[config.mk]
export PLATFORM = sky130hd
export DESIGN_NAME = pad_poller
export DESIGN_NICKNAME = d
export VERILOG_FILES = /design/src/rtl/pad_poller.sv
export SDC_FILE = /design/constraint.sdc
export NUM_CORES = 1
export LEC_CHECK = 0
export BUFFER_PORTS_ARGS = -buffer_cell sky130_fd_sc_hd__buf_2
export CAP_MARGIN = 20
export CORE_MARGIN = 2
export CORE_UTILIZATION = 44
export CTS_CLUSTER_DIAMETER = 100
export CTS_CLUSTER_SIZE = 8
export DETAILED_ROUTE_END_ITERATION = 8
export GPL_ROUTABILITY_DRIVEN = 0
export HOLD_SLACK_MARGIN = 0.03
export PLACE_DENSITY_LB_ADDON = 0.25
export SYNTH_ARGS = -nofsm -noshare
export SYNTH_HDL_FRONTEND = slang
export SYNTH_SLANG_ARGS = --single-unit
[constraint.sdc]
create_clock -name system_clk_64MHz -period 6.63 [get_ports system_clk_64MHz]
set_input_delay 0.3315 -clock system_clk_64MHz [delete_from_list [all_inputs] [get_ports system_clk_64MHz]]
set_output_delay 0.3315 -clock system_clk_64MHz [all_outputs]
set_load 0.02 [all_outputs]
[src/rtl/pad_poller.sv]
// Polls NUM_PADS NES/SNES controllers in parallel over a shared latch/clock pair.
// Define PAD_PRESENCE_DETECT_EN to shift one extra probe bit for controller detection.
module pad_poller #(
    parameter int unsigned NUM_PADS     = 2,
    parameter int unsigned NUM_BITS     = 16,
    parameter int unsigned LATCH_CYCLES = 768,
    parameter int unsigned HALF_CYCLES  = 384,
    parameter int unsigned GAP_CYCLES   = 64000
) (
    input  logic                         system_clk_64MHz,
    input  logic                         rst_n,
    input  logic                         enable,
    input  logic [NUM_PADS-1:0]          pad_data,
    output logic                         pad_latch,
    output logic                         pad_clk,
    output logic [NUM_PADS*NUM_BITS-1:0] buttons,
    output logic [NUM_PADS-1:0]          present,
    output logic                         frame_valid,
    output logic                         busy
);

`ifdef PAD_PRESENCE_DETECT_EN
    localparam int unsigned TOTAL = NUM_BITS + 1;
`else
    localparam int unsigned TOTAL = NUM_BITS;
`endif
    localparam int unsigned MAX_LH  = (LATCH_CYCLES > HALF_CYCLES) ? LATCH_CYCLES : HALF_CYCLES;
    localparam int unsigned MAX_CYC = (MAX_LH > GAP_CYCLES) ? MAX_LH : GAP_CYCLES;
    localparam int unsigned CNT_W   = $clog2(MAX_CYC) + 1;
    localparam int unsigned IDX_W   = $clog2(TOTAL);

    localparam logic [CNT_W-1:0] LATCH_LAST = CNT_W'(LATCH_CYCLES - 1);
    localparam logic [CNT_W-1:0] HALF_LAST  = CNT_W'(HALF_CYCLES - 1);
    localparam logic [CNT_W-1:0] GAP_LAST   = CNT_W'(GAP_CYCLES - 1);
    localparam logic [IDX_W-1:0] IDX_LAST   = IDX_W'(TOTAL - 1);

    typedef enum logic [2:0] {
        StIdle,
        StLatch,
        StLow,
        StHigh,
        StGap
    } state_e;

    state_e                       state_q, state_d;
    logic [CNT_W-1:0]             cnt_q, cnt_d;
    logic [IDX_W-1:0]             idx_q, idx_d;
    logic [NUM_PADS-1:0]          sync1_q, sync2_q;
    logic [NUM_PADS*TOTAL-1:0]    shadow_q, shadow_d;
    logic [NUM_PADS*NUM_BITS-1:0] buttons_q, buttons_d;
    logic [NUM_PADS-1:0]          present_q, present_d;
    logic                         pad_latch_q, pad_clk_q, frame_valid_q;
    logic                         sample, frame_done;

    // Pads idle high, so the synchroniser resets to "unpressed".
    always_ff @(posedge system_clk_64MHz or negedge rst_n) begin
        if (!rst_n) begin
            sync1_q <= '1;
            sync2_q <= '1;
        end else begin
            sync1_q <= pad_data;
            sync2_q <= sync1_q;
        end
    end

    always_comb begin
        state_d    = state_q;
        cnt_d      = cnt_q;
        idx_d      = idx_q;
        sample     = 1'b0;
        frame_done = 1'b0;
        unique case (state_q)
            StIdle: begin
                if (enable) begin
                    state_d = StLatch;
                    cnt_d   = '0;
                end
            end
            StLatch: begin
                if (cnt_q == LATCH_LAST) begin
                    state_d = StLow;
                    cnt_d   = '0;
                    idx_d   = '0;
                end else begin
                    cnt_d = cnt_q + 1'b1;
                end
            end
            StLow: begin
                if (cnt_q == HALF_LAST) begin
                    sample = 1'b1;
                    cnt_d  = '0;
                    if (idx_q == IDX_LAST) begin
                        state_d    = StGap;
                        frame_done = 1'b1;
                    end else begin
                        state_d = StHigh;
                    end
                end else begin
                    cnt_d = cnt_q + 1'b1;
                end
            end
            StHigh: begin
                if (cnt_q == HALF_LAST) begin
                    state_d = StLow;
                    cnt_d   = '0;
                    idx_d   = idx_q + 1'b1;
                end else begin
                    cnt_d = cnt_q + 1'b1;
                end
            end
            StGap: begin
                if (cnt_q == GAP_LAST) begin
                    cnt_d   = '0;
                    state_d = enable ? StLatch : StIdle;
                end else begin
                    cnt_d = cnt_q + 1'b1;
                end
            end
            default: state_d = StIdle;
        endcase
    end

    always_comb begin
        shadow_d = shadow_q;
        if (sample) begin
            for (int unsigned p = 0; p < NUM_PADS; p++) begin
                for (int unsigned k = 0; k < TOTAL; k++) begin
                    if (idx_q == IDX_W'(k)) begin
                        shadow_d[p*TOTAL+k] = ~sync2_q[p];
                    end
                end
            end
        end
    end

    // Built from shadow_d so the final bit sampled on the GAP transition is included.
    always_comb begin
        buttons_d = '0;
        present_d = '1;
        for (int unsigned p = 0; p < NUM_PADS; p++) begin
`ifdef PAD_PRESENCE_DETECT_EN
            present_d[p] = shadow_d[p*TOTAL+NUM_BITS];
`endif
            for (int unsigned k = 0; k < NUM_BITS; k++) begin
                buttons_d[p*NUM_BITS+k] = shadow_d[p*TOTAL+k] & present_d[p];
            end
        end
    end

    always_ff @(posedge system_clk_64MHz or negedge rst_n) begin
        if (!rst_n) begin
            state_q       <= StIdle;
            cnt_q         <= '0;
            idx_q         <= '0;
            shadow_q      <= '0;
            pad_latch_q   <= 1'b0;
            pad_clk_q     <= 1'b0;
            buttons_q     <= '0;
            present_q     <= '0;
            frame_valid_q <= 1'b0;
        end else begin
            state_q       <= state_d;
            cnt_q         <= cnt_d;
            idx_q         <= idx_d;
            shadow_q      <= shadow_d;
            pad_latch_q   <= (state_d == StLatch);
            pad_clk_q     <= (state_d == StHigh);
            frame_valid_q <= frame_done;
            if (frame_done) begin
                buttons_q <= buttons_d;
                present_q <= present_d;
            end
        end
    end

    assign pad_latch   = pad_latch_q;
    assign pad_clk     = pad_clk_q;
    assign buttons     = buttons_q;
    assign present     = present_q;
    assign frame_valid = frame_valid_q;
    assign busy        = (state_q != StIdle);

endmodule

==> impl_metrics.ini <==
[worst_setup_path]
crit_path_end_kind = register
slowest_delay_ns = 0.78
worstSetupStartpointType = register
worstPathRequired_ns = 6.83
path_class = reg2reg
cp_slowest_cell = nor4_4
critical_path.top_delay_family = simple AND/OR/NAND/NOR gates
worstPathCellList = or4b_4 > nor4_4 > a21oi_1 > nor4_4 > o21ai_0
worst-path-buf-inv = 0
reg2reg_depth = 5
worst-path-stages = 5
cp_data_arrival_time_ns = 3.35
cpMostUsedCell = nor4_4
path_max_fanout = 18

[cts]
clockBufferDepth = 2
cts-buffers-inserted = 9
cts_tree = yes
clock_sinks = 94
htreeDepth = 3
clkTransAtPathRegs_ns = 0.10
clock_latency_ns = 0.36
post_cts_resized = 0
root_buffer = clkbuf_8

[die]
die_w_um = 101
core_area_um2 = 9150
io_pins = 43
start_util = 0.449
die_area_um2 = 10100
fp.dieH_um = 101
rows = 35

[synth]
netlist.area_leader.share = 0.548
synth.cell_area_um2 = 4110
yosysWarnings = 0
synth_seq_area_share = 0.573
ys_types = 46
ys_seq_elements = 94
synthCells = 395
synth_area_leaders = dfrtp_1 55%, o21ai_0 5.5%, mux2i_1 5.4%
synth_top_cell_by_area = dfrtp_1
syn_area_per_cell_um2 = 10.4
synth_fp_nets = 405

[placement]
place_hpwl_mm = 5.55
placed_area_um2 = 4400
port_buffers = 42

[sta]
timing.final.crit_share = 0.475
fin_skew_ns = 0.0131
setup_tns_ns = 0
rsz0062_at_grt = no
setup_viol = 0
min_period_ns = 3.15
worst_slew_margin_rel = 0.421
slew_violations = 0
worst_pin_slew_ns = 0.862
final-hold-violation-count = 0
fmax_mhz = 318

[final_layout]
fin_nets = 444
fin_area_um2 = 4620
diodes = 0
syn2layout_area_growth_pct = 12.4
drive_above_1_share = 0.182
fill_cells = 828
seq_area_um2 = 2360
multiInputGateArea_um2 = 1580

[grt]
grt_pass1_wl_mm = 13.7
grt_pass1_vias = 2862
antenna_found_initial = 0
grt_max_degree = 68
overflow = 0
track_usage = 0.171

[detailed_routing]
num_vias = 2910
route.final.wire_length_mm = 8.01
first_pass_iters = 4
antenna_left = 0
avgRoutedWirePerCell_um = 14.6
drtIter0Drc = 97
via_per_inst = 5.29
drc_errors = 0

[power_and_ir_drop]
vdd_drop_max_uv = 114
swShare = 0.256
power_leakage_nw = 2.41
p_seq_frac = 0.603
combPwrFrac = 0.049
clkPwrFrac = 0.348
p_int_mw = 0.750
power_mw = 1.01
p_switching_mw = 0.258
power.density_nw_per_um2 = 218

[flow_run]
maxCapViolCount = 0

[worst_hold_path]
min_path_type = in2reg
holdPathStages = 1

[status]
status = completed
[cells in the mapped netlist, drive strengths merged]
library cell / number
or4: 1
a31oi: 1
nand2: 47
nand4b: 2
mux2i: 22
and3: 2
nand3b: 1
and2: 5
nor4b: 2
o31ai: 1
xnor2: 3
dfstp: 4
o2bb2ai: 2
a21oi: 2
clkbuf: 13
or2: 4
inv: 26
o22ai: 2
a31o: 1
dfrtp: 90
or4b: 1
xor2: 7
o32ai: 1
nor3: 5
nand3: 13
nand2b: 4
nor2: 28
o311ai: 1
mux2: 6
a311oi: 1
or3: 4
o21a: 1
nor4: 6
o21ai: 45
clkinv: 2
buf: 5
a22o: 1
nand4: 20
a32oi: 1
ha: 5
nor2b: 6
nor3b: 1
[metrics by stage]
| stage | setup slack, ns | util | hold WS (ns) | cells |
|---|---|---|---|---|
| 6_report | 3.48 | 0.505 | 0.0602 | 550 |
| 5_1_grt | 3.22 | 0.505 | 0.0337 | 550 |
| 4_1_cts | 2.98 | 0.502 | 0.0444 | 548 |
| 3_5_place_dp | 3.00 | 0.481 | 0.275 | 531 |
| 3_3_place_gp | 3.16 | 0.481 | 0.277 | 531 |
| 2_1_floorplan | 4.35 | - | 0.0359 | 395 |
[metal layers]
metal / global-route usage / wire length [um]
met1: 0.239 / 3960
met2: 0.264 / 3690
met3: 0.0298 / 238
met4: 0.0695 / 113
met5: 0 / 0
[final timing paths]
kind                                       from               endpoint  slack, ns
max                        cnt_q[9]$_DFFE_PN0P_   cnt_q[9]$_DFFE_PN0P_       3.48
min in group asynchronous                 rst_n   state_q[2]$_DFF_PN0_       0.43
max reg2reg                cnt_q[9]$_DFFE_PN0P_   cnt_q[9]$_DFFE_PN0P_       3.48
max in group asynchronous                 rst_n  cnt_q[15]$_DFFE_PN0P_       5.08
min                                 pad_data[1]   sync1_q[1]$_DFF_PN1_       0.06
min reg2reg                sync1_q[0]$_DFF_PN1_   sync2_q[0]$_DFF_PN1_       0.36
[cell usage in the layout (no fill, tap or decap), types with 2 or more instances in the layout]
cell,count
nor4_1,3
nor4_4,2
xnor2_1,3
and2_1,5
clkinv_4,3
nor4b_1,2
a21oi_1,2
inv_1,26
nand4_1,20
dfstp_2,4
dfrtp_1,90
nor2_1,28
clkinv_1,2
clkbuf_8,9
nor2b_1,6
nand2_1,47
nand3_1,12
xor2_1,7
o2bb2ai_1,2
buf_4,3
o22ai_1,2
o21ai_0,45
and3_1,2
nand4b_1,2
nand2b_1,4
mux2i_1,22
mux2_2,6
inv_8,2
nor3_1,5
or3_1,4
or2_2,4
buf_2,41
ha_1,5
[final cells by class]
| class | instances | share of cell area |
|---|---|---|
| sequential | 94 | 0.510 |
| multi-input combinational | 255 | 0.342 |
| timing repair buffer | 46 | 0.0558 |
| tap | 111 | 0.0300 |
| clock buffer | 10 | 0.0276 |
| inverter | 28 | 0.0227 |
| clock inverter | 6 | 0.0122 |
[power groups by stage]
stage / sequential (mW) / combinational, mW / clock (mW)
floorplan: 0.613 / 0.0311 / 0
global placement: 0.618 / 0.0496 / 0
detailed placement: 0.618 / 0.0499 / 0
CTS: 0.607 / 0.0509 / 0.364
global route: 0.610 / 0.0573 / 0.385
finish: 0.607 / 0.0494 / 0.350
[what timing repair did]
item                                   in CTS  in global routing
endpoints found under the hold margin      27                  0
hold buffers                                1                  0
setup buffers                               0                  0
[logic make-up (layout without fill, tap and decap cells)]
| group | count (synthesis) | in the layout | synth area share |
|---|---|---|---|
| DFF | 94 | 94 | 0.573 |
| adders and majority gates | 5 | 5 | 0.0152 |
| and+or+nand+nor | 152 | 152 | 0.194 |
| buffers and inverters | 46 | 90 | 0.0435 |
| xor gates and xnor gates | 10 | 10 | 0.0213 |
| muxes | 28 | 28 | 0.0700 |
| AOI/OAI and AO/OA | 60 | 60 | 0.0825 |
[sequential cells by signal, summed over array words and instances (netlist names)]
signal and flops:
state_q 3, idx_q 4, frame_valid 1, cnt_q 17, sync1_q 2, buttons 32
pad_clk 1, shadow_q 30, sync2_q 2, present 1, pad_latch 1
Power figures use the tool's default switching activity.
